`config.mk`:
```
export PLATFORM = sky130hd
export DESIGN_NAME = fetch_queue
export DESIGN_NICKNAME = d
export VERILOG_FILES = /design/src/rtl/fetch_queue.sv
export SDC_FILE = /design/constraint.sdc
export NUM_CORES = 1
export LEC_CHECK = 0
export ABC_AREA = 1
export BUFFER_PORTS_ARGS = -buffer_cell sky130_fd_sc_hd__clkbuf_2
export CORE_ASPECT_RATIO = 1.2
export CORE_MARGIN = 4
export CORE_UTILIZATION = 35
export DETAILED_ROUTE_END_ITERATION = 8
export GPL_ROUTABILITY_DRIVEN = 0
export PLACE_DENSITY = 0.5
export SLEW_MARGIN = 20
export SYNTH_ARGS = -nofsm -noshare
export SYNTH_HDL_FRONTEND = slang
export SYNTH_SLANG_ARGS = --single-unit
```
`constraint.sdc`:
```
create_clock -name clk -period 7.6 [get_ports clk]
set_input_delay 0 -clock clk [delete_from_list [all_inputs] [get_ports clk]]
set_output_delay 0 -clock clk [all_outputs]
set_load 0.03 [all_outputs]
```
`src/rtl/fetch_queue.sv`:
```
// Instruction-fetch front end: owns the fetch PC, issues in-order imem
// requests under a credit limit, buffers responses with their PC in a
// DEPTH-entry queue and hands them to IF/ID over valid/ready. A redirect
// flushes the queue and marks every in-flight response as stale.
module fetch_queue #(
  parameter int unsigned DEPTH           = 4,
  parameter int unsigned MAX_OUTSTANDING = 2,
  parameter logic [63:0] RESET_PC        = 64'h0
) (
  input  logic                       clk,
  input  logic                       reset,
  output logic                       imem_req_valid,
  input  logic                       imem_req_ready,
  output logic [63:0]                imem_req_addr,
  input  logic                       imem_resp_valid,
  input  logic [31:0]                imem_resp_instr,
  input  logic                       redirect,
  input  logic [63:0]                redirect_pc,
  output logic                       out_valid,
  input  logic                       out_ready,
  output logic [31:0]                out_instr,
  output logic [63:0]                out_pc,
  output logic [$clog2(DEPTH+1)-1:0] occupancy,
  output logic                       resp_err
);

  localparam int unsigned CW = $clog2(DEPTH + 1);
  localparam int unsigned PW = $clog2(DEPTH);

  typedef enum logic [1:0] {
    HOLD,
    RUN,
    DRAIN
  } state_t;

  state_t          state;
  state_t          state_nxt;
  logic [63:0]     fetch_pc;
  logic [63:0]     resp_pc;
  logic [CW-1:0]   outstanding;
  logic [CW-1:0]   outstanding_nxt;
  logic [CW-1:0]   drop_cnt;
  logic [CW-1:0]   drop_nxt;
  logic [CW-1:0]   count;
  logic [PW-1:0]   wr_ptr;
  logic [PW-1:0]   rd_ptr;
  logic [31:0]     instr_q [DEPTH];
  logic [63:0]     pc_q    [DEPTH];
  logic [CW:0]     credit_sum;
  logic            resp_ok;
  logic            resp_live;
  logic            resp_drop;
  logic            req_fire;
  logic            pop;

  // Response classification: ignored (nothing outstanding), dropped (stale) or live.
  assign resp_ok    = imem_resp_valid && (outstanding != '0);
  assign resp_live  = resp_ok && (drop_cnt == '0);
  assign resp_drop  = resp_ok && (drop_cnt != '0);

  // Queue slots are reserved at request time, so a live response always fits.
  assign credit_sum     = {1'b0, count} + {1'b0, outstanding};
  assign imem_req_valid = (state == RUN) && !redirect
                          && (outstanding < CW'(MAX_OUTSTANDING))
                          && (credit_sum < (CW + 1)'(DEPTH));
  assign req_fire       = imem_req_valid && imem_req_ready;
  assign imem_req_addr  = fetch_pc;

  assign out_valid = (count != '0) && !redirect;
  assign pop       = out_valid && out_ready;
  assign out_instr = (count != '0) ? instr_q[rd_ptr] : '0;
  assign out_pc    = (count != '0) ? pc_q[rd_ptr]    : '0;
  assign occupancy = count;

  // Every request still in flight after a redirect is stale; drop_cnt is set to
  // that remaining count, which equals the old drop_cnt plus the newly stale ones.
  always_comb begin
    drop_nxt = drop_cnt;
    if (redirect) begin
      drop_nxt = outstanding - CW'(resp_ok);
    end else if (resp_drop) begin
      drop_nxt = drop_cnt - CW'(1);
    end
  end

  // Outstanding request count: +1 on request handshake, -1 on any accepted response.
  always_comb begin
    outstanding_nxt = outstanding;
    if (req_fire && !resp_ok) begin
      outstanding_nxt = outstanding + CW'(1);
    end else if (!req_fire && resp_ok) begin
      outstanding_nxt = outstanding - CW'(1);
    end
  end

  // Next-state logic: HOLD for one cycle, DRAIN while stale responses remain.
  always_comb begin
    state_nxt = state;
    case (state)
      HOLD:    state_nxt = RUN;
      RUN:     if (redirect && (drop_nxt != '0)) state_nxt = DRAIN;
      DRAIN:   if (drop_nxt == '0) state_nxt = RUN;
      default: state_nxt = HOLD;
    endcase
  end

  // Control state, PCs, counters and sticky error flag.
  always_ff @(posedge clk or negedge reset) begin
    if (!reset) begin
      state       <= HOLD;
      fetch_pc    <= RESET_PC;
      resp_pc     <= RESET_PC;
      outstanding <= '0;
      drop_cnt    <= '0;
      resp_err    <= 1'b0;
    end else begin
      state       <= state_nxt;
      outstanding <= outstanding_nxt;
      drop_cnt    <= drop_nxt;
      if (imem_resp_valid && (outstanding == '0)) begin
        resp_err <= 1'b1;
      end
      if (redirect) begin
        fetch_pc <= redirect_pc;
        resp_pc  <= redirect_pc;
      end else begin
        if (req_fire) begin
          fetch_pc <= fetch_pc + 64'd4;
        end
        if (resp_live) begin
          resp_pc <= resp_pc + 64'd4;
        end
      end
    end
  end

  // Queue pointers and occupancy; redirect clears the queue ahead of push/pop.
  always_ff @(posedge clk or negedge reset) begin
    if (!reset) begin
      wr_ptr <= '0;
      rd_ptr <= '0;
      count  <= '0;
    end else if (redirect) begin
      wr_ptr <= '0;
      rd_ptr <= '0;
      count  <= '0;
    end else begin
      if (resp_live) begin
        wr_ptr <= wr_ptr + PW'(1);
      end
      if (pop) begin
        rd_ptr <= rd_ptr + PW'(1);
      end
      if (resp_live && !pop) begin
        count <= count + CW'(1);
      end else if (!resp_live && pop) begin
        count <= count - CW'(1);
      end
    end
  end

  // Queue storage: live responses are written with the PC they were fetched from.
  always_ff @(posedge clk) begin
    if (resp_live && !redirect) begin
      instr_q[wr_ptr] <= imem_resp_instr;
      pc_q[wr_ptr]    <= resp_pc;
    end
  end

endmodule

```
======== Word-level counts from Yosys, hierarchy flattened ========
Memory sizes are Yosys's and may differ from the RTL's.
Index checks and enable logic that the tools add are counted.
word-level totals
  register bits after elaboration ......... 144
  latch bits .............................. 0
  RAM bits ................................ 384
  bits in read-only memories .............. 0
  input port bits ......................... 102
  output and inout port bits .............. 166
  logic and storage cells ................. 85
  memories kept ........................... 2
memories
  name     words  bits a word  read ports  clocked after memory_dff  wr ports  RTL line  RTL
  pc_q     4      64           1           0                         1         48        logic [63:0] pc_q [DEPTH];
  instr_q  4      32           1           0                         1         47        logic [31:0] instr_q [DEPTH];
cells by class
  add/subtract/negate cells ............... 11
  multipliers ............................. 0
  div/mod/pow operators ................... 0
  order comparisons ....................... 2
  equality and inequality tests ........... 4
  shift-type cells ........................ 0
  multiplexer cells ....................... 22
  bitwise gates (word level) .............. 0
  reduce and logical (&&, ||, !) cells .... 35
operators by type and width
  kind                                                         count
  2-to-1 mux 64 bit                                            5
  adder 64 x 3 -> 64 bit (second input constant)               2
  2-to-1 mux 32 bit                                            1
  2-to-1 mux 3 bit                                             7
  logical AND 1 bit                                            16
  nonzero test 3 bit                                           5
  2-to-1 mux 2 bit                                             6
  zero test 3 bit                                              3
  subtractor 3 x 1 -> 3 bit (second input constant)            3
  nonzero test 2 bit                                           4
  adder 3 x 1 -> 3 bit (second input constant)                 2
  one-hot mux 2 bit (3 select lines)                           1
  zero test 1 bit                                              5
  adder 2 x 1 -> 2 bit (second input constant)                 2
  adder 3 x 3 -> 4 bit                                         1
  less-than comparator 4 x 3 -> 1 bit (second input constant)  1
  less-than comparator 3 x 2 -> 1 bit (second input constant)  1
  subtractor 3 x 1 -> 3 bit                                    1
  equality test 2 x 1 -> 1 bit (second input constant)         1
  equality test 2 bit (second input constant)                  1
  zero test 2 bit                                              1
  2-to-1 mux 1 bit                                             2
  != test 2 x 1 -> 1 bit (second input constant)               1
  != test 2 bit (second input constant)                        1
  AND reduction 2 bit                                          1

======== Longest topological paths before layout ========
  word-level depth ........................ 9
  gate-level depth with buffers ........... 13
  mapped depth without buffers ............ 13

======== Least setup slack after synthesis ========
Ideal clock, no wire load.
  kind .................................... flip-flop to flip-flop
  start point ............................. reg drop_cnt[0]
  end point ............................... mem instr_q[0][0] (enable)
  arrival time ............................ 5.150 ns
  required time ........................... 7.049 ns
  path slack .............................. 1.899 ns
  stages on the path, launching flop included .. 8
  cell sequence ........................... dfrtp_1 > inv_1 > ha_1 > nand2_1 > nor2_4 > nand2_1 > buf_2 > nor2_1
on the way
  cells in the longest elaborated chain, start to end .. 5
ends and longest elaborated chain
  what                                    RTL line  RTL
  from (decl)                             42        logic [CW-1:0] drop_cnt;
  from (signal assigned)                  119       drop_cnt <= drop_nxt;
  zero test 3 bit                         58        assign resp_live = resp_ok && (drop_cnt == '0);
  logical AND 1 bit                       58
  logical AND 1 bit                       164       if (resp_live && !redirect) begin
  2-to-1 mux 1 bit                        164
  2-to-1 mux 1 bit (implied by the code)  165       instr_q[wr_ptr] <= imem_resp_instr;
  to (decl)                               47
Every way passes these cells.

======== Final worst setup path ========
  start point ............................. reg rd_ptr[1]
  end point ............................... out out_pc[57]
on the way
  cells in the longest elaborated chain, start to end .. 2
ends and longest elaborated chain
  what                    RTL line  RTL
  from (decl)             46        logic [PW-1:0] rd_ptr;
  from (signal assigned)  152       rd_ptr <= rd_ptr + PW'(1);
  memory (4 x 64 bit)     --
  2-to-1 mux 64 bit       72        assign out_pc = (count != '0) ? pc_q[rd_ptr] : '0;
  to (decl)               22        output logic [63:0] out_pc,
Every way passes these cells.

==> results by group <==
GRT
  • Antenna violations before repair: 1
  • Gr usage total: 21.4%
  • Global route overflow: 0
  • Vias in the first global route: 20100
  • Pin count of the biggest net entering global routing: 92
  • First-pass GRT wire length: 125000 µm

Drt
  • Wire per inst: between 20 and 25 µm
  • Via count: 20300
  • Post-DRT Antenna Nets: 0
  • Drc violations: 0
  • Vias/cell: 5.09
  • First DRT Iteration DRCs: 1529
  • Initial DRT Pass Iterations: 8
  • WL final: 83200 µm

Place
  • Port Buf Inserts: roughly 270
  • HPWL after DPL: 57200 µm
  • Dpl cells: 3773

Clocking
  • Clock tree buffer depth: 3
  • Clk sink count: 528
  • Clk Latency, worst-skew pair: 0.60 ns
  • Post-CTS Setup Bufs: 0
  • CTS H-Tree Depth: 2
  • Clock buffer count from CTS: 54
  • CTS clk-pin slew, worst paths: 0.06 ns
  • CTS tree: done
  • Clock root buffer: clkbuf_16
  • Post-CTS sizing: 0
  • Hold buffer count at CTS: a little over 100

Power
  • P per Cell Area: 303 nW/µm²
  • Logic pwr share: 31.9%
  • Leak pwr: about 11 nW
  • VDD IR-drop max: about 180 µV
  • Sw frac: 39.8%
  • Part of the power in registers: 40.4%
  • Clock power frac: 27.6%
  • Psw: 3.60 mW
  • Internal power: 5.45 mW

Synthesis
  • Synth area leader: edfxtp_1
  • Async S/R FF share, synth: 27.3%
  • Syn_area_per_cell: 9.37 µm²
  • Synth area leaders: edfxtp_1 46%, dfrtp_1 14%, nor2_1 9.3%, nand2_1 8.3%, o21ai_0 4.5%
  • Yosys reg bits: 528
  • Synth top area share: 46.1%
  • Sequential area share after synthesis: between 60% and 70%
  • Cells after synthesis: 2671
  • Post-Syn Area: 25000 µm²
  • Yosys Warn Count: 0
  • Synth unique cells: 43
  • Post-synth EDFFs: 384
  • Top_reg_cell synth: edfxtp_1
  • Syn Nets: between 2000 and 3000

Floorplanning
  • Initial Util: approximately a third
  • Core area: 71000 µm²
  • # rows: roughly 110
  • Die height: ~300 µm
  • Area of the die: approximately 76000 µm²
  • Die width: 252 µm
  • IO Count: ~270

Setup path
  • Required time worst endpoint: 7.60 ns
  • CP Capture Type: primary output
  • WS Path Type: reg2out
  • Critical Path, Cell by Cell: clkinv_2 -> buf_4 -> nor2_1 -> o21ai_0 -> a21oi_1 -> clkbuf_2
  • Crit start category: flop
  • Slowest CP cell: dfrtp_4
  • CP peak stage delay: 0.95 ns
  • Worst Path Arrival: 4.08 ns
  • CP Max Fanout: 64

Timing
  • Endpoints failing hold: 0
  • Slew HR: 28.5%
  • Setup violations, final: 0
  • Setup tns final: 0 ns
  • Fin crit period: 4.08 ns
  • FMAX: 245 MHz
  • Period utilization: 53.7%
  • RSZ-0062 raised after global routing: no
  • Worst slew pin tran: approximately 1.1 ns
  • Final Max Slew Viols: 0
  • Hold WS: roughly 0.065 ns
  • Final clock skew: 0.0149 ns

Final layout
  • Finished Core Util: between 40% and 50%
  • Net count, final: 3122
  • Fraction of layout cells with a size suffix above 1: 14.2%
  • P&R area growth vs syn: 19.1%
  • Final cell count without fillers: between 3000 and 4000
  • Fillers: 7000

Flow run
  • Max-Cap Viols: 0

Min path
  • HP Class: in2async

Run status
  • Status: finished clean
==> registers in the layout, indices dropped and copies added, names as in the netlist <==
name	flops
drop_cnt	3
imem_req_addr	64
instr_q	128
occupancy	3
outstanding	3
pc_q	256
rd_ptr	2
resp_err	1
resp_pc	64
state	2
wr_ptr	2
==> path summary, 6_finish.rpt <==
kind | start | slack (ns) | depth (start not counted) | endpoint
max in group asynchronous | reset | 6.05 | 3 | rd_ptr[0]
min reg2reg | imem_req_addr[0] | 0.49 | 2 | imem_req_addr[0]
max | rd_ptr[1] | 3.52 | 6 | out_pc[57]
min | reset | 0.07 | 2 | imem_req_addr[63]
max reg2reg | drop_cnt[0] | 3.63 | 7 | pc_q[1][59]
min in group clk | redirect | 0.15 | 5 | resp_pc[1]
==> through the flow <==
stage               cell area, µm²  setup slack, ns  total power, mW
floorplan                    25000             1.90             5.54
global placement             27200             3.57             6.59
detailed placement           27200             3.57             6.61
CTS                          29800             3.32             9.18
global route                 29800             3.15             9.55
finish                       29800             3.52             9.04
==> layout by cell type (no fill, tap or decap), types with 32 or more instances in the layout <==
cell	instances
nor2_1	615
nand2_1	552
edfxtp_1	384
clkbuf_2	266
o21ai_0	226
dfrtp_1	142
inv_1	131
nand3_1	129
a21oi_1	110
dlygate4sd3_1	101
xor2_1	62
clkbuf_16	54
o211ai_1	36
xnor2_1	32
==> kinds of logic (layout without fill, tap and decap cells) <==
logic type | Yosys count | after routing | share of synthesized area (%)
flops | 528 | 528 | 60.5
fa+ha+maj | 15 | 15 | 0.810
simple gates | 1387 | 1387 | 22.7
other cells | 0 | 1 | 0
buf+inv | 255 | 634 | 4.40
compound gates | 392 | 392 | 8.30
xor+xnor | 94 | 94 | 3.29
==> Yosys cell counts (16+ instances only) <==
library cell  count
nor2_1          619
nand2_1         552
edfxtp_1        384
o21ai_0         226
dfrtp_1         144
inv_1           131
nand3_1         129
a21oi_1         110
xor2_1           62
clkbuf_1         44
o211ai_1         36
buf_2            34
xnor2_1          32
nand4_1          24
nand2_2          16
nor2_2           16
==> final cells by class <==
class	count	area, µm²	share of cell area (%)
multi-input combinational	1888	8820	29.6
clock buffer	80	1470	4.93
antenna	1	2.50	0.00840
timing repair buffer	388	2520	8.44
tap	926	1160	3.89
inverter	145	548	1.84
sequential	528	15100	50.8
clock inverter	21	150	0.504
==> metal layers <==
metal / vias up / GRT usage (%) / routed length [µm]
li1: 9577 / - / -
met4: 0 / 8.01 / 3360
met5: - / 0 / 0
met2: 652 / 36.6 / 40600
met1: 9874 / 27.7 / 34900
met3: 152 / 2.94 / 4330
==> worst max-delay path, delay by kind of cell, from the launching register on <==
kind / cells / cell delay, ns
simple gates: 1 / 0.17
buf+inv: 3 / 1.75
flops: 1 / 0.95
compound gates: 2 / 0.53
==> power by group through the flow <==
stage | logic, mW | registers (mW) | clock network [mW]
floorplan | 1.93 | 3.61 | 0
global placement | 2.88 | 3.71 | 0
detailed placement | 2.89 | 3.71 | 0
CTS | 2.95 | 3.66 | 2.57
global route | 3.18 | 3.69 | 2.69
finish | 2.89 | 3.66 | 2.50
(Power assumes the default switching activity.)
